### config.mk
export PLATFORM = sky130hd
export DESIGN_NAME = systolic_mac_pe_flat
export DESIGN_NICKNAME = d
export VERILOG_FILES = /design/src/rtl/systolic_mac_pe_if.sv /design/src/rtl/systolic_mac_pe.sv /design/src/flat_wrapper.sv
export SDC_FILE = /design/constraint.sdc
export NUM_CORES = 1
export LEC_CHECK = 0
export CORE_ASPECT_RATIO = 1.2
export CORE_MARGIN = 1
export CORE_UTILIZATION = 46
export CTS_CLUSTER_DIAMETER = 100
export CTS_CLUSTER_SIZE = 10
export DETAILED_ROUTE_END_ITERATION = 16
export PLACE_DENSITY_LB_ADDON = 0.1
export SYNTH_ARGS = -nofsm -noshare
export SYNTH_HDL_FRONTEND = slang
export SYNTH_SLANG_ARGS = --single-unit
export TNS_END_PERCENT = 20
### constraint.sdc
create_clock -name clk -period 11.27 [get_ports clk]
set_input_delay 3.381 -clock clk [delete_from_list [all_inputs] [get_ports clk]]
set_output_delay 3.381 -clock clk [all_outputs]
set_load 0.02 [all_outputs]
### src/rtl/systolic_mac_pe_if.sv
// Handshake/operand bundle for one systolic MAC processing element.
// The master drives operands and acknowledges results; the PE is the slave.
interface systolic_mac_pe_if #(
    parameter int ACT_W = 16,
    parameter int WGT_W = 8,
    parameter int ACC_W = 40,
    parameter int CNT_W = 16
);
    logic             clear;
    logic [CNT_W-1:0] k_len;
    logic             in_valid;
    logic             in_ready;
    logic [ACT_W-1:0] a_in;
    logic [WGT_W-1:0] w_in;
    logic [ACT_W-1:0] a_out;
    logic [WGT_W-1:0] w_out;
    logic             fwd_valid;
    logic             res_valid;
    logic             res_ready;
    logic [ACC_W-1:0] res_data;
    logic             res_sat;
    logic             busy;

    modport master (
        output clear, k_len, in_valid, a_in, w_in, res_ready,
        input  in_ready, a_out, w_out, fwd_valid, res_valid, res_data, res_sat, busy
    );

    modport slave (
        input  clear, k_len, in_valid, a_in, w_in, res_ready,
        output in_ready, a_out, w_out, fwd_valid, res_valid, res_data, res_sat, busy
    );
endinterface

### src/rtl/systolic_mac_pe.sv
// Systolic MAC PE: 2-stage multiply/accumulate over k_len beats with a
// saturating accumulator, operand forwarding and a held result handshake.
module systolic_mac_pe #(
    parameter int ACT_W  = 16,
    parameter int WGT_W  = 8,
    parameter int ACC_W  = 40,
    parameter int CNT_W  = 16,
    parameter bit SIGNED = 1'b1
) (
    input logic             clk,
    input logic             rstn,
    systolic_mac_pe_if.slave bus
);
    localparam int PW = ACT_W + WGT_W;

    typedef enum logic [1:0] {IDLE, ACC, DRAIN, HOLD} state_t;

    state_t           r_state;
    logic [CNT_W-1:0] r_cnt;
    logic [CNT_W-1:0] r_klen;
    logic [1:0]       r_vld_pipe;
    logic [1:0]       r_last_pipe;
    logic [ACT_W-1:0] r_a;
    logic [WGT_W-1:0] r_w;
    logic [PW-1:0]    r_prod;
    logic [ACC_W-1:0] r_acc;
    logic             r_sat;
    logic             r_res_valid;

    logic             w_accept;
    logic [CNT_W-1:0] w_k_eff;
    logic             w_last;
    logic [PW-1:0]    w_prod;
    logic [ACC_W-1:0] w_prod_ext;
    logic [ACC_W:0]   w_sum;
    logic             w_ovf;
    logic [ACC_W-1:0] w_sat_val;
    logic [ACC_W-1:0] w_acc_nxt;

    assign bus.in_ready  = (r_state == IDLE) || (r_state == ACC);
    assign bus.busy      = (r_state != IDLE);
    assign bus.a_out     = r_a;
    assign bus.w_out     = r_w;
    assign bus.fwd_valid = r_vld_pipe[0];
    assign bus.res_valid = r_res_valid;
    assign bus.res_data  = r_acc;
    assign bus.res_sat   = r_sat;

    // clear wins over a simultaneous beat
    assign w_accept = bus.in_valid && bus.in_ready && !bus.clear;
    assign w_k_eff  = (bus.k_len == '0) ? CNT_W'(1) : bus.k_len;
    assign w_last   = (r_state == IDLE) ? (w_k_eff == CNT_W'(1))
                                        : (r_cnt + CNT_W'(1) == r_klen);

    generate
        if (SIGNED) begin : g_signed
            assign w_prod     = PW'($signed(r_a)) * PW'($signed(r_w));
            assign w_prod_ext = ACC_W'($signed(r_prod));
            assign w_sum      = {r_acc[ACC_W-1], r_acc} + {w_prod_ext[ACC_W-1], w_prod_ext};
            assign w_ovf      = w_sum[ACC_W] ^ w_sum[ACC_W-1];
            // the extra top bit is the true sign, so it picks the rail
            assign w_sat_val  = w_sum[ACC_W] ? {1'b1, {(ACC_W-1){1'b0}}}
                                             : {1'b0, {(ACC_W-1){1'b1}}};
        end else begin : g_unsigned
            assign w_prod     = PW'(r_a) * PW'(r_w);
            assign w_prod_ext = ACC_W'(r_prod);
            assign w_sum      = {1'b0, r_acc} + {1'b0, w_prod_ext};
            assign w_ovf      = w_sum[ACC_W];
            assign w_sat_val  = '1;
        end
    endgenerate

    assign w_acc_nxt = w_ovf ? w_sat_val : w_sum[ACC_W-1:0];

    always_ff @(posedge clk or negedge rstn) begin
        if (!rstn) begin
            r_state     <= IDLE;
            r_cnt       <= '0;
            r_klen      <= '0;
            r_vld_pipe  <= '0;
            r_last_pipe <= '0;
            r_a         <= '0;
            r_w         <= '0;
            r_prod      <= '0;
            r_acc       <= '0;
            r_sat       <= 1'b0;
            r_res_valid <= 1'b0;
        end else if (bus.clear) begin
            r_state     <= IDLE;
            r_cnt       <= '0;
            r_klen      <= '0;
            r_vld_pipe  <= '0;
            r_last_pipe <= '0;
            r_prod      <= '0;
            r_acc       <= '0;
            r_sat       <= 1'b0;
            r_res_valid <= 1'b0;
        end else begin
            r_vld_pipe  <= {r_vld_pipe[0], w_accept};
            r_last_pipe <= {r_last_pipe[0], w_accept && w_last};
            if (w_accept) begin
                r_a <= bus.a_in;
                r_w <= bus.w_in;
            end
            if (r_vld_pipe[0]) r_prod <= w_prod;
            if (r_vld_pipe[1]) begin
                r_acc <= w_acc_nxt;
                if (w_ovf) r_sat <= 1'b1;
            end

            case (r_state)
                IDLE: if (w_accept) begin
                    r_klen  <= w_k_eff;
                    r_cnt   <= CNT_W'(1);
                    r_state <= w_last ? DRAIN : ACC;
                end
                ACC: if (w_accept) begin
                    r_cnt <= r_cnt + CNT_W'(1);
                    if (w_last) r_state <= DRAIN;
                end
                DRAIN: if (r_vld_pipe[1] && r_last_pipe[1]) begin
                    r_state     <= HOLD;
                    r_res_valid <= 1'b1;
                end
                HOLD: if (bus.res_ready) begin
                    r_state     <= IDLE;
                    r_res_valid <= 1'b0;
                    r_acc       <= '0;
                    r_sat       <= 1'b0;
                    r_cnt       <= '0;
                end
                default: r_state <= IDLE;
            endcase
        end
    end
endmodule

### src/flat_wrapper.sv
// flat-port wrapper written by rule: the top's interface ports become plain ports
module systolic_mac_pe_flat 
#(
    parameter int ACT_W  = 16,
    parameter int WGT_W  = 8,
    parameter int ACC_W  = 40,
    parameter int CNT_W  = 16,
    parameter bit SIGNED = 1'b1
)
  (clk, rstn, bus_clear, bus_k_len, bus_in_valid, bus_a_in, bus_w_in, bus_res_ready, bus_in_ready, bus_a_out, bus_w_out, bus_fwd_valid, bus_res_valid, bus_res_data, bus_res_sat, bus_busy);
  systolic_mac_pe_if #(.ACT_W(ACT_W), .WGT_W(WGT_W), .ACC_W(ACC_W), .CNT_W(CNT_W)) bus_i ();
  input logic clk;
  input logic rstn;
  input wire logic [$bits(bus_i.clear)-1:0] bus_clear;
  input wire logic [$bits(bus_i.k_len)-1:0] bus_k_len;
  input wire logic [$bits(bus_i.in_valid)-1:0] bus_in_valid;
  input wire logic [$bits(bus_i.a_in)-1:0] bus_a_in;
  input wire logic [$bits(bus_i.w_in)-1:0] bus_w_in;
  input wire logic [$bits(bus_i.res_ready)-1:0] bus_res_ready;
  output wire logic [$bits(bus_i.in_ready)-1:0] bus_in_ready;
  output wire logic [$bits(bus_i.a_out)-1:0] bus_a_out;
  output wire logic [$bits(bus_i.w_out)-1:0] bus_w_out;
  output wire logic [$bits(bus_i.fwd_valid)-1:0] bus_fwd_valid;
  output wire logic [$bits(bus_i.res_valid)-1:0] bus_res_valid;
  output wire logic [$bits(bus_i.res_data)-1:0] bus_res_data;
  output wire logic [$bits(bus_i.res_sat)-1:0] bus_res_sat;
  output wire logic [$bits(bus_i.busy)-1:0] bus_busy;
  assign bus_i.clear = bus_clear;
  assign bus_i.k_len = bus_k_len;
  assign bus_i.in_valid = bus_in_valid;
  assign bus_i.a_in = bus_a_in;
  assign bus_i.w_in = bus_w_in;
  assign bus_i.res_ready = bus_res_ready;
  assign bus_in_ready = bus_i.in_ready;
  assign bus_a_out = bus_i.a_out;
  assign bus_w_out = bus_i.w_out;
  assign bus_fwd_valid = bus_i.fwd_valid;
  assign bus_res_valid = bus_i.res_valid;
  assign bus_res_data = bus_i.res_data;
  assign bus_res_sat = bus_i.res_sat;
  assign bus_busy = bus_i.busy;
  systolic_mac_pe #(.ACT_W(ACT_W), .WGT_W(WGT_W), .ACC_W(ACC_W), .CNT_W(CNT_W), .SIGNED(SIGNED)) u_core (.clk(clk), .rstn(rstn), .bus(bus_i));
endmodule
## Yosys cells after proc, flatten, opt, wreduce, memory -nomap -nowiden

Index checks and enable logic that the tools add are counted.

- Register bits: 128
- Bits of input ports: 45
- Output and inout bits: 69
- Logic and storage cells: 82

- $add $sub $neg: 2
- $mul: 1
- Equal/unequal tests: 10
- Muxes and demuxes: 37
- Bitwise gates (word level): 2
- Reduce and logical (&&, ||, !) cells: 19

Operators with widths:

| kind | number |
|---|---|
| $mux W40 | 6 |
| $mux W16 | 8 |
| $mux W24 | 2 |
| $pmux W16 S3 | 1 |
| $add A40 B24 Y41 | 1 |
| $mul A16 B8 Y24 | 1 |
| $mux W2 | 9 |
| $add A16 B1 Y16 const B | 1 |
| $eq A16 B1 Y1 const B | 1 |
| $eq A16 B16 Y1 | 1 |
| $logic_not A16 Y1 | 1 |
| $ne A3 B2 Y1 const B | 4 |
| $mux W1 | 9 |
| $pmux W2 S4 | 1 |
| $reduce_bool A2 Y1 | 4 |
| $reduce_and A5 Y1 | 1 |
| $eq A2 B2 Y1 const B | 2 |
| $logic_and A1 B1 Y1 | 4 |
| $reduce_and A2 Y1 | 2 |
| $reduce_and A4 Y1 | 1 |
| $reduce_bool A4 Y1 | 1 |
| $ne A3 B3 Y1 const B | 1 |
| $reduce_and A3 Y1 | 1 |
| $reduce_bool A3 Y1 | 1 |
| 7 further kinds | 7 |

## Longest topological paths before layout

Gate-level depths: netlist of the first run.

- Depth in word-level cells: 8
- Mapped depth: 20
- Depth with buffers taken out: 19

## Least setup slack after synthesis of the first run

No wires, ideal clock.

- Path type: register -> register
- From: register u_core.r_w[7], in the netlist u_core.bus.w_out[7]
- To: register u_core.r_prod[20]
- Library setup time: 0.121 ns
- Data arrival time: 5.486 ns
- Required time: 11.149 ns
- Slack: 5.663 ns
- Stages on the path, launching flop included: 19
- Path buffers: 1
- Clock period less this slack: 5.607 ns
- Cells stage by stage: dfrtp_1 inv_1 buf_1 nor2_1 fa_1 fa_1 fa_1 inv_1 fa_1 inv_1 ha_1 o21a_1 nor2b_1 o41a_1 a211o_1 and3_1 a2111oi_1 xnor2_1 a22o_1

- Word-level cells in the longest chain between the ends: 3

Ends and longest elaborated chain:

| what | RTL line | RTL |
|---|---|---|
| from (decl) | systolic_mac_pe.sv:24 | `logic [WGT_W-1:0] r_w;` |
| from (signal assigned) | systolic_mac_pe.sv:103 | `r_w <= bus.w_in;` |
| $mul A16 B8 Y24 | systolic_mac_pe.sv:57 | `assign w_prod = PW'($signed(r_a)) * PW'($signed(r_w));` |
| $mux W24 | systolic_mac_pe.sv:105 | `if (r_vld_pipe[0]) r_prod <= w_prod;` |
| $mux W24 | systolic_mac_pe.sv:88 | `end else if (bus.clear) begin` |
| to (signal assigned) | systolic_mac_pe.sv:105 |  |
| to (decl) | systolic_mac_pe.sv:25 | `logic [PW-1:0] r_prod;` |

No other way between the ends. The select of a mux whose other input is x is not followed.
A chain may end at the register's enable or synchronous reset.

## Worst setup path after layout of the first run

- From: register u_core.r_w[4], in the netlist u_core.bus.w_out[4]
- To: register u_core.r_prod[23]

The elaborated chain is that of the path after synthesis.

==> results of run 1 <==
[metrics by stage]
stage	hold WS [ps]	area, um^2
finish	476.3	14630
global route	521.9	14630
CTS	480.8	14630
detailed placement	467.3	13970
global placement	443.2	13970
floorplan	438.5	12550
[metal layers]
layer / vias up / GRT usage [%] / wire (um)
met4: 0 / 5.576 / 390
met5: - / 0 / 0
li1: 4879 / - / -
met1: 4753 / 30.79 / 14530
met3: 29 / 3.119 / 808
met2: 162 / 38.11 / 14180
[worst max path at each step]
stage / to / cells past startpoint / slack, ps
6_report: u_core.r_prod[23]$_DFFE_PN0P_ / 18 / 5320
4_1_cts: u_core.r_prod[23]$_DFFE_PN0P_ / 18 / 5300
3_5_place_dp: u_core.r_prod[23]$_DFFE_PN0P_ / 18 / 5330
3_3_place_gp: u_core.r_prod[23]$_DFFE_PN0P_ / 18 / 5420
5_1_grt: u_core.r_prod[23]$_DFFE_PN0P_ / 18 / 4870
2_1_floorplan: u_core.r_prod[20]$_DFFE_PN0P_ / 18 / 5660
[Yosys cell counts (4+ instances only)]
cell / n / share of area [%]
a211o_1: 5 / 0.35
a211oi_1: 11 / 0.66
a21o_1: 28 / 1.7
a21oi_1: 95 / 3.8
a22o_1: 17 / 1.2
a31oi_1: 11 / 0.55
and2_1: 97 / 4.8
and3_1: 13 / 0.65
and4_1: 4 / 0.28
clkbuf_1: 46 / 1.4
dfrtp_1: 128 / 26
fa_1: 104 / 17
ha_1: 90 / 9.0
inv_1: 170 / 5.1
mux2_2: 24 / 2.2
mux2i_1: 34 / 2.7
nand2_1: 91 / 2.7
nand2b_1: 12 / 0.60
nand3_1: 26 / 1.0
nand3b_1: 4 / 0.24
nand4_1: 9 / 0.45
nor2_1: 80 / 2.4
nor2b_1: 7 / 0.35
nor3_1: 20 / 0.80
nor4_1: 9 / 0.45
o211ai_1: 5 / 0.30
o21a_1: 12 / 0.72
o21ai_0: 66 / 2.6
o21bai_1: 6 / 0.36
o31ai_1: 9 / 0.54
or2_2: 4 / 0.20
or3_1: 8 / 0.40
xnor2_1: 55 / 3.8
xor2_1: 19 / 1.3
[kinds of logic after synthesis]
kind of cell,count (synthesis)
simple gates,394
compound gates,311
buf+inv,223
fa+ha+maj,194
flops,128
xor+xnor,74
mux,58
[final cells by class]
cell class	instances	area [um^2]	area share, %
Clock buffer	21	460.4	3.146
Clock inverter	11	200.2	1.368
Inverter	170	638.1	4.360
Multi-Input combinational cell	1031	8512	58.17
Sequential cell	128	3204	21.90
Tap cell	335	419.2	2.864
Timing Repair Buffer	122	1200	8.199
[sequential cells by signal, summed over array words and instances, names as in the netlist, 2 cells and up]
| register | count |
|---|---|
| u_core.bus.res_data | 40 |
| u_core.r_prod | 24 |
| u_core.bus.a_out | 16 |
| u_core.r_cnt | 16 |
| u_core.r_klen | 16 |
| u_core.bus.w_out | 8 |
| u_core.r_last_pipe | 2 |
| u_core.r_state | 2 |
| u_core.r_vld_pipe | 2 |
[worst max-delay path, delay by kind of cell, from the launching register on]
family | cells | cell delay [ps]
AOI/OAI and AO/OA | 8 | 2190
adders and majority gates | 5 | 2440
buffers and inverters | 3 | 150
DFF | 1 | 720
and+or+nand+nor | 2 | 340
==> flow_metrics.tcl, run 1 <==
set metrics [dict create \
    rows 65 \
    cts_tree "done" \
    worst_pin_slew_ps 1217 \
    hpwl_um 22910 \
    synth_top_family_by_area "adder cells" \
    die-area_um2 27950 \
    syn_nets 1621 \
    cts.sinks 128 \
    worstSetupStartpointType "register" \
    tns_ps 0 \
    nets 1709 \
    worstPathArrival_ps 6250 \
    cp_cell_sequence "nand2_1, fa_1, fa_1, inv_1, fa_1, inv_1, fa_1, inv_1, ha_1, o21a_1, a2111oi_0, o21ai_0, a311oi_1, o21ai_0, o21a_1, a41oi_1, nor2b_1, o31ai_1" \
    antenna_found_initial 0 \
    fin_crit_ps 5951 \
    slew_viol_final 0 \
    grtUsageTotal_pct 22.64 \
    die-width_um 152.8 \
    rrSetupSlack_ps 5320 \
    min_from "u_core.r_last_pipe[0]$_DFF_PN0_" \
    final_common_cell "inv_1" \
    synth_seq_area_share_pct 25.52 \
    r2r_cells 18 \
    dp_cells 1786 \
    synth-adder-area-share_pct 25.56 \
    worstSetupStartpoint "u_core.bus.w_out[4]$_DFFE_PN0P_" \
    clk-insertion-delay-late_ps 430 \
    r2r-start "u_core.bus.w_out[4]$_DFFE_PN0P_" \
    setup_viol 0 \
    start_util_pct 47.34 \
    hold_path.class "reg -> reg" \
    max_freq_mhz 168.0 \
    cap_violations 0 \
    avgSynthCellArea_um2 9.082 \
    final_layout_size_suffix_gt1_share_pct 5.462 \
    critical_path_class "reg -> reg" \
    grt_overflow_total 0 \
    yosys.area_share.simple_pct 16.18 \
    fin_ws_ps 5319 \
    pin_count 114 \
    min_delay_worst_endpoint "u_core.r_last_pipe[1]$_DFF_PN0_" \
    fin_cells 1818 \
    syn2layout_area_growth_pct 16.60 \
    slowest_delay_ps 720 \
    utilization_pct 55.20 \
    drt_iter0_markers 439 \
    r2r_end "u_core.r_prod[23]$_DFFE_PN0P_" \
    grt_pass1_vias 10110 \
    rsz0062_at_grt "false" \
    synth-async-reset-ratio_pct 100.0 \
    status "complete, but fails checks" \
    drc_errors 3 \
    cts_buffer_depth 2 \
    yosysWarnings 0 \
    fin_skew_ps 11.03 \
    hold_path_depth 1 \
    core_region_area_um2 26510 \
    ys_ff_latch 128 \
    synth_edf_count 0 \
    fillers 2496 \
    cp-end-kind "register" \
    vias_per_cell 5.403 \
    grt_max_degree 70 \
    relSlewSlack_pct 18.70 \
    crit_top_cell "fa_1" \
    cts_made_buffers 17 \
    ant_nets 0 \
    ys_types 71 \
    violations "DRC" \
    path_max_fanout 18 \
    synth-compound-area-share_pct 15.94 \
    htree_levels 4 \
    synth_mux_area_share_pct 4.865 \
    synthCells 1382 \
    final_cell_mix "170 x inv_1, 127 x dfrtp_1, 112 x clkdlybuf4s50_1" \
    ys.flop_type "dfrtp_1" \
    clockRootBuffer "clkbuf_16" \
    die_h_um 182.9 \
    synth.cell_area_um2 12550 \
    pre_cts_slack_ps 5330 \
    synth-xor-area-share_pct 5.164 \
    cts_hold_buf 0 \
    finalCritPeriodShare_pct 52.80 \
    postCtsSetupBuffers 0 \
    place_congestion 0.8855 \
    drt-total-wl_um 29920 \
    portBuffers 113 \
    post_drt_wl_per_cell_um 16.45 \
    ctsResizeCount 0 \
    path_clk_slew_ps 60 \
    n_antenna_cell 0 \
    cp.required_ps 11570 \
    crit_slowest_cell "dfrtp_1" \
    final-hold-violation-count 0 \
    grt_pass1_wl_um 50850 \
    drt-pass1-iter-count 13 \
    via_count 9823 \
]
Power of run 1 is not shown: default switching activity piles up to over one toggle a cycle in this logic, so the estimate is an artifact.
==> run 2, diff against run 1 <==
Clock period 11.27 ns to 6 ns, I/O delays scaled along.
==> run 2 against run 1 <==
The flow still finishes with violations (DRC). Core utilization is 0.099 points higher. Non-clock buffer count increased by 16. First-iteration DRC count rose by 2.5%. Highest routed layer unchanged. Hold slack got worse by 13 ps. Critical endpoint unchanged. Setup slack worse by 4900 ps. Fmax grew 6.9%. Global-route usage grew 0.30 points. Sequential share of layout area hardly changed. Via count rose by 2.2%.
==> flow_metrics.tcl, run 2 (synthesis gave the netlist of run 1 again) <==
set metrics [dict create \
    ant_nets 0 \
    die_h_um 182.9 \
    r2r-start "u_core.bus.a_out[5]$_DFFE_PN0P_" \
    core_region_area_um2 26510 \
    rsz0062_at_grt "false" \
    cp.required_ps 6300 \
    rrSetupSlack_ps 430 \
    ctsResizeCount 0 \
    start_util_pct 47.34 \
    die-area_um2 27950 \
    fin_crit_ps 5566 \
    drt-pass1-iter-count 13 \
    clockRootBuffer "clkbuf_16" \
    rows 65 \
    layout.cell_area.non_filler_um2 14660 \
    critical_path_class "reg -> reg" \
    cap_violations 0 \
    path_clk_slew_ps 60 \
    pre_cts_slack_ps 333.2 \
    setup_viol 0 \
    drt_iter0_markers 450 \
    final-hold-violation-count 0 \
    tns_ps 0 \
    dpl_cell_area_um2 14090 \
    worstSetupStartpointType "register" \
    min_from "u_core.r_last_pipe[0]$_DFF_PN0_" \
    slew_viol_final 0 \
    status "complete, but fails checks" \
    antenna_found_initial 0 \
    grt_pass1_wl_um 51340 \
    grtUsageTotal_pct 22.93 \
    largest_reg_flops 40 \
    syn2layout_area_growth_pct 16.81 \
    cts_tree "done" \
    die-width_um 152.8 \
    drc_errors 5 \
    cp-end-kind "register" \
    cts_hold_buf 0 \
    grt_overflow_total 0 \
    clk-insertion-delay-late_ps 430 \
    final_cell_mix "170 x inv_1, 127 x dfrtp_1, 112 x clkdlybuf4s50_1" \
    hpwl_um 23110 \
    place_congestion 0.9030 \
    n_antenna_cell 0 \
    grt_pass1_vias 10020 \
    cts_made_buffers 17 \
    via_count 10040 \
    pin_count 114 \
    final_layout_size_suffix_gt1_share_pct 6.538 \
    nets 1725 \
    post_drt_wl_per_cell_um 16.54 \
    max_freq_mhz 179.7 \
    worst_pin_slew_ps 1124 \
    fin_skew_ps 10.24 \
    cts.sinks 128 \
    final_common_cell "inv_1" \
    worstSetupStartpoint "u_core.bus.a_out[5]$_DFFE_PN0P_" \
    fin_ws_ps 434.5 \
    htree_levels 4 \
    drt-total-wl_um 30340 \
    vias_per_cell 5.473 \
    relSlewSlack_pct 24.71 \
    finalCritPeriodShare_pct 92.76 \
    hold_path.class "reg -> reg" \
    cts_buffer_depth 2 \
    portBuffers 113 \
    path_max_fanout 10 \
    violations "DRC" \
    grt_max_degree 93 \
    worstPathArrival_ps 5860 \
    postCtsSetupBuffers 0 \
]
## run 2: changes by cell type in the layout (fill, tap and decap cells not counted), moves of 3 or more
| cell | change |
|---|---|
| buf_4 | +16 |
| bufinv_16 | -4 |
| clkinv_2 | +3 |
| clkinvlp_4 | +3 |
## run 2: final timing paths
path / to / cells past startpoint
setup reg to reg: u_core.r_prod[23]$_DFFE_PN0P_ / 18
max in group asynchronous: u_core.bus.w_out[2]$_DFFE_PN0P_ / 2
min in group asynchronous: u_core.bus.res_data[31]$_DFF_PN0_ / 1
hold reg to reg: u_core.r_last_pipe[1]$_DFF_PN0_ / 1
hold / removal: u_core.r_last_pipe[1]$_DFF_PN0_ / 1
setup / recovery: u_core.r_prod[23]$_DFFE_PN0P_ / 18
## run 2: cell type report
cell class,count,area [um^2]
timing repair buffer,138,1320
fill,2398,11850
tap,335,419.2
clock buffer,20,456.7
multi-input combinational,1031,8513
sequential,128,3204
clock inverter,12,108.9
inverter,170,638.1
## run 2: worst max-delay path: stages (launching register included)
cell and delay, ps:
dfrtp_1 550, nand2_1 130, fa_1 470, fa_1 490, inv_1 60, fa_1 530
inv_1 50, fa_1 520, inv_1 40, ha_1 340, o21a_1 140, a2111oi_1 520
o21ai_0 190, a311oi_1 360, o21ai_0 220, o21a_1 250, a41oi_1 330, nor2b_1 170
o31ai_1 80
## run 2: through the flow
step	instances	util (%)	hold WS [ps]
6_report	1834	55.30	463.4
5_1_grt	1834	55.30	510.9
4_1_cts	1834	55.29	466.2
3_5_place_dp	1802	53.16	453.0
3_3_place_gp	1802	53.16	439.8
2_1_floorplan	1382	-	438.5
## run 2: layer usage
metal  vias up  routed length (um)  GRT usage (%)
met4         0                 392          6.303
li1       4924                   -              -
met2       185               14480          38.00
met1      4907               14530          31.31
met5         -                   0              0
met3        22                 930          3.403
Power of run 2 is left out for the same reason.
==> patch 1: new RTL, settings of run 2 <==
`CNT_W` is set to 16 in 3 places; all go to 32.
--- a/src/rtl/systolic_mac_pe_if.sv
+++ b/src/rtl/systolic_mac_pe_if.sv
@@ -6,3 +6,3 @@
     parameter int ACC_W = 40,
-    parameter int CNT_W = 16
+    parameter int CNT_W = 32
 );
--- a/src/rtl/systolic_mac_pe.sv
+++ b/src/rtl/systolic_mac_pe.sv
@@ -6,3 +6,3 @@
     parameter int ACC_W  = 40,
-    parameter int CNT_W  = 16,
+    parameter int CNT_W  = 32,
     parameter bit SIGNED = 1'b1
--- a/src/flat_wrapper.sv
+++ b/src/flat_wrapper.sv
@@ -6,3 +6,3 @@
     parameter int ACC_W  = 40,
-    parameter int CNT_W  = 16,
+    parameter int CNT_W  = 32,
     parameter bit SIGNED = 1'b1
Interface: changed (resized bus_k_len); port bits go from 114 to 130. No check against the original RTL was run, so the function may have changed too.
==> patch 1 against run 2 <==
Wire length increased by 28%. Critical endpoint is now u_core.r_prod[22]. Synthesized area increased by 17%. Cell area is 15% higher. Worst setup slack gained 57 ps. Sequential cell count grew 32. Via count grew 21%. Fmax is 1.0% higher.
Power is left out: the tool's default activity adds up to more than one toggle a clock period on the data nets, which glitch-free logic cannot reach.
==> patch 1: results (changes against run 2) <==
dr.pass1.iters: 6  # was 13
synth_cell_types: 79  # was 71
arrival_ps: 5840  # was 5860 ps
slowest_stage: "dfrtp_1"  # unchanged
post_cts_resized: 0  # unchanged
clock_latency_ps: 450  # was 430 ps
fin_nets: 1981  # was 1725
grt_pass1_vias: 12350  # was 10.02k
fin_skew_ps: 11.93  # was 10.24 ps
cts_root_buf: "clkbuf_16"  # unchanged
ff2ff_path_depth: 18  # unchanged
grt_max_degree: 87  # was 93
r2r_start: "u_core.bus.w_out[4]"  # was u_core.bus.a_out[5]
largest_reg_flops: 40  # unchanged
cts_setup_buffers: 0  # unchanged
relSlewSlack_pct: 23.73  # was 24.71%
initial_core_util_pct: 46.69  # was 47.34%
wire_per_inst_um: 18.19  # was 16.54 µm
ys_seq_area_share_pct: 27.35  # was 25.52%
fill_cells: 2934  # was 2398
synthTopCellsByArea: "dfrtp_1 27%, fa_1 14%, ha_1 7.7%"  # was dfrtp_1 26%, fa_1 17%, ha_1 9.0%
r2r_end: "u_core.r_prod[22]"  # was u_core.r_prod[23]
grt_util_all_layers_pct: 24.96  # was 22.93%
syn_nets: 1891  # was 1621
grt_pass1_wl_mm: 63.49  # was 51.34 mm
drt_iter0_markers: 756  # was 450
r2r_setup_slack_ps: 490  # was 430 ps
hpwl_mm: 29.86  # was 23.11 mm
port_buffers: 129  # was 113
critPathMaxStageDelay_ps: 690  # was 550 ps
critPathTopFamily: "adder cells"  # unchanged
dp_slack_ps: 548.5  # was 333.2 ps
clockBufferDepth: 2  # unchanged
gp_congestion: 0.9146  # was 0.9030
viasPerCell: 5.667  # was 5.473
synth_common_cells: "175 x inv_1, 160 x dfrtp_1, 144 x nor2_1"  # was 170 x inv_1, 128 x dfrtp_1, 104 x fa_1
finalCritPeriodShare_pct: 91.81  # was 92.76%
status: "finished clean"  # was finished, violations left
drive_above_1_share_pct: 5.635  # was 6.538%
cp_max_fo: 18  # was 10
diodes: 0  # unchanged
[patch 1: cell families (layout without fill, tap and decap cells)]
| family | Yosys count | count (layout) | synth area share [%] |
|---|---|---|---|
| compound gates | 372 | 372 | 16.86 |
| xor+xnor | 97 | 97 | 5.802 |
| fa+ha+maj | 194 | 194 | 21.91 |
| buf+inv | 247 | 350 | 6.426 |
| flops | 160 | 160 | 27.35 |
| mux | 43 | 43 | 3.145 |
| simple gates | 523 | 523 | 18.51 |
[patch 1: how the worst min path moves through the flow]
stage,start,end,slack (ps),depth (start not counted)
after floorplan,u_core.r_last_pipe[0],u_core.r_last_pipe[1],440,1
after global placement,u_core.r_last_pipe[0],u_core.r_last_pipe[1],480,1
after detailed placement,u_core.r_last_pipe[0],u_core.r_last_pipe[1],490,1
after CTS,u_core.r_last_pipe[0],u_core.r_last_pipe[1],500,1
after global routing,u_core.r_last_pipe[0],u_core.r_last_pipe[1],520,1
final,u_core.r_last_pipe[0],u_core.r_last_pipe[1],490,1
[patch 1: through the flow]
| step | util, % | area, µm² | std cells |
|---|---|---|---|
| 4_1_cts | 53.95 | 16920 | 2140 |
| 3_5_place_dp | 51.91 | 16280 | 2108 |
| 6_report | 53.95 | 16920 | 2140 |
| 5_1_grt | 53.95 | 16920 | 2140 |
| 2_1_floorplan | - | 14640 | 1636 |
| 3_3_place_gp | 51.91 | 16280 | 2108 |
[patch 1: layout make-up]
| cell class | count | area share, % |
|---|---|---|
| Multi-Input combinational cell | 1229 | 57.44 |
| Sequential cell | 160 | 23.67 |
| Tap cell | 401 | 2.966 |
| Clock buffer | 18 | 2.596 |
| Clock inverter | 14 | 1.183 |
| Inverter | 175 | 3.883 |
| Timing Repair Buffer | 143 | 8.261 |
[patch 1: worst register-to-register path, delay by kind of cell (launching register included)]
kind                       cells  cell delay, ps
DFF                            1             690
buffers and inverters          3             150
adders and majority gates      5            2410
and+or+nand+nor                3             310
AOI/OAI and AO/OA              7            1840
[patch 1: per-layer routing]
metal	share of wire [%]	GRT usage, %	vias to the layer above	wire length, µm
met5	0	0	-	0
met3	4.7	4.409	65	1834
met2	50	43.37	249	19360
met4	3.3	10.13	0	1276
li1	-	-	5848	-
met1	42	30.25	5966	16450
==> patch 2: new RTL, flow settings as in run 2 <==
Without the edit above. Make the reset (`rstn`) synchronous in one clocked block.
--- a/src/rtl/systolic_mac_pe.sv
+++ b/src/rtl/systolic_mac_pe.sv
@@ -74,3 +74,3 @@
 
-    always_ff @(posedge clk or negedge rstn) begin
+    always_ff @(posedge clk) begin
         if (!rstn) begin
Behaviour: not the same (a bounded check fails within 4 cycles, from zero or initial values and one cycle with rstn low; the reset may be asserted at any time).
==> patch 2 against run 2 <==
Worst setup slack gained 330 ps. Sequential cell count unchanged. Cell area down 3.4%. Fmax increased by 6.3%. Non-clock buffer count decreased by 9. First-iteration DRC count is 7.6% higher. Die area decreased by 3.3%. Sequential share of layout area is 3.7 points lower. Wire length decreased by 0.75%. Synthesized area down 3.3%.
Power is left out: it rests on default switching activity, and per cell area and clock period it moved more than threefold.
==> patch 2: results (changes against run 2) <==
status: "finished clean"  # was finished, violations left
whs_path_depth: 1  # unchanged
synth-compound-area-share_pct: 18.46  # was 15.94%
synth_cell_types: 68  # was 71
diodes: 0  # unchanged
synthXorXnorAreaFrac_pct: 5.383  # was 5.164%
drive_above_1_share_pct: 5.169  # was 6.538%
dr.pass1.iters: 7  # was 13
fin_skew_ps: 12.15  # was 10.24 ps
post_cts_resized: 0  # unchanged
fill_cells: 2388  # was 2398
drt_iter0_markers: 484  # was 450
hold_start: "u_core.r_last_pipe[0]"  # unchanged
synthAdderAreaFrac_pct: 26.52  # was 25.56%
r2r_end: "u_core.r_prod[22]"  # was u_core.r_prod[23]
fin_nets: 1793  # was 1725
syn_nets: 1703  # was 1621
hold_class: "register to register"  # unchanged
clock_latency_ps: 430  # about the same
wirelength_mm: 30.11  # was 30.34 mm
relSlewSlack_pct: 27.51  # was 24.71%
r2r_setup_slack_ps: 760  # was 430 ps
min_to: "u_core.r_last_pipe[1]"  # unchanged
h-tree-depth: 4  # unchanged
grt_util_all_layers_pct: 23.35  # was 22.93%
via_count: 10140  # was 10.04k
clockBufferDepth: 2  # unchanged
hpwl_mm: 23.31  # was 23.11 mm
ys.flop_type: "dfxtp_1"  # was dfrtp_1
synthTopCellsByArea: "dfxtp_1 21%, fa_1 17%, ha_1 9.3%"  # was dfrtp_1 26%, fa_1 17%, ha_1 9.0%
arrival_ps: 5610  # was 5860 ps
grt_pass1_wl_mm: 50.51  # was 51.34 mm
r2r_start: "u_core.bus.w_out[1]"  # was u_core.bus.a_out[5]
clk_pin_slew_ps: 60  # about the same
ff2ff_path_depth: 19  # was 18
grt_max_degree: 49  # was 93
synth_common_cells: "171 x nand2_1, 156 x inv_1, 140 x nor2_1"  # was 170 x inv_1, 128 x dfrtp_1, 104 x fa_1
cp_max_fo: 18  # was 10
largest_reg_flops: 40  # unchanged
cts_made_buffers: 17  # unchanged
synthMuxAreaShare_pct: 1.237  # was 4.865%
port_buffers: 113  # unchanged
cts_setup_buffers: 0  # unchanged
gp_congestion: 0.8730  # was 0.9030
ys_seq_area_share_pct: 21.12  # was 25.52%
async_flop_share_pct: 0  # was 100.0%
ys.warnings.count: 0  # unchanged
==> patch 2: cell types whose count changed after synthesis, moves of 19 or more <==
cell / change
a211oi_2: +22
mux2_2: -24
mux2i_1: -19
dfrtp_1: -128
dfxtp_1: +128
o21ai_0: -31
a21boi_0: +26
nand2_1: +80
nor2_1: +60
==> patch 2: worst max path at each step <==
stage	start	end	depth (start not counted)	slack, ps
4_1_cts	u_core.bus.w_out[1]	u_core.r_prod[22]	19	780
5_1_grt	u_core.bus.w_out[1]	u_core.r_prod[22]	19	460
2_1_floorplan	u_core.bus.w_out[7]	u_core.r_prod[22]	19	700
6_report	u_core.bus.w_out[1]	u_core.r_prod[22]	19	760
3_5_place_dp	u_core.bus.w_out[1]	u_core.r_prod[22]	19	820
3_3_place_gp	u_core.bus.w_out[7]	u_core.r_prod[22]	19	940
==> patch 2: logic make-up after synthesis <==
kind of cell / Yosys count
multiplexers: 15
AND/OR/NAND/NOR: 519
adder cells (fa/ha/maj): 195
XOR/XNOR: 73
flip-flops: 128
AO/OA/AOI/OAI: 320
buffers and inverters: 214
==> patch 2: stage by stage <==
stage / cell area, µm² / util, % / hold WS (ps) / std cells / setup WS [ps]
floorplan: 12130 / - / 405.7 / 1464 / 701.5
global placement: 13550 / 52.70 / 408.8 / 1865 / 944.9
detailed placement: 13550 / 52.70 / 416.7 / 1865 / 819.2
CTS: 14160 / 55.08 / 430.7 / 1897 / 784.1
global route: 14160 / 55.08 / 467.4 / 1897 / 462.4
finish: 14160 / 55.08 / 427.6 / 1897 / 762.3
==> patch 2: routing by layer <==
| metal | GRT usage [%] | part of all wire [%] | vias up |
|---|---|---|---|
| li1 | - | - | 5105 |
| met1 | 32.06 | 48 | 4847 |
| met2 | 38.63 | 47 | 172 |
| met3 | 3.629 | 3.3 | 19 |
| met4 | 4.566 | 0.86 | 0 |
| met5 | 0 | 0 | - |
==> patch 2: layout make-up <==
class,instances,area share (%)
flip-flops and latches,128,18.11
well taps,330,2.916
clock inverters,11,1.140
repair buffers,129,8.838
clock buffers,21,3.182
multi-input cells,1122,61.68
inverters,156,4.136
==> patch 2: critical path, cell delays in order, from the launching register on <==
cell,delay (ps)
dfxtp_1,690
nand2_1,150
fa_1,410
inv_1,70
fa_1,450
fa_1,500
inv_1,50
fa_1,530
inv_1,40
ha_1,370
a21o_1,210
a21oi_1,180
a21oi_1,130
o41ai_1,330
buf_4,190
o211ai_1,120
a211oi_1,260
nor3b_1,90
nor4b_1,260
a211o_1,150
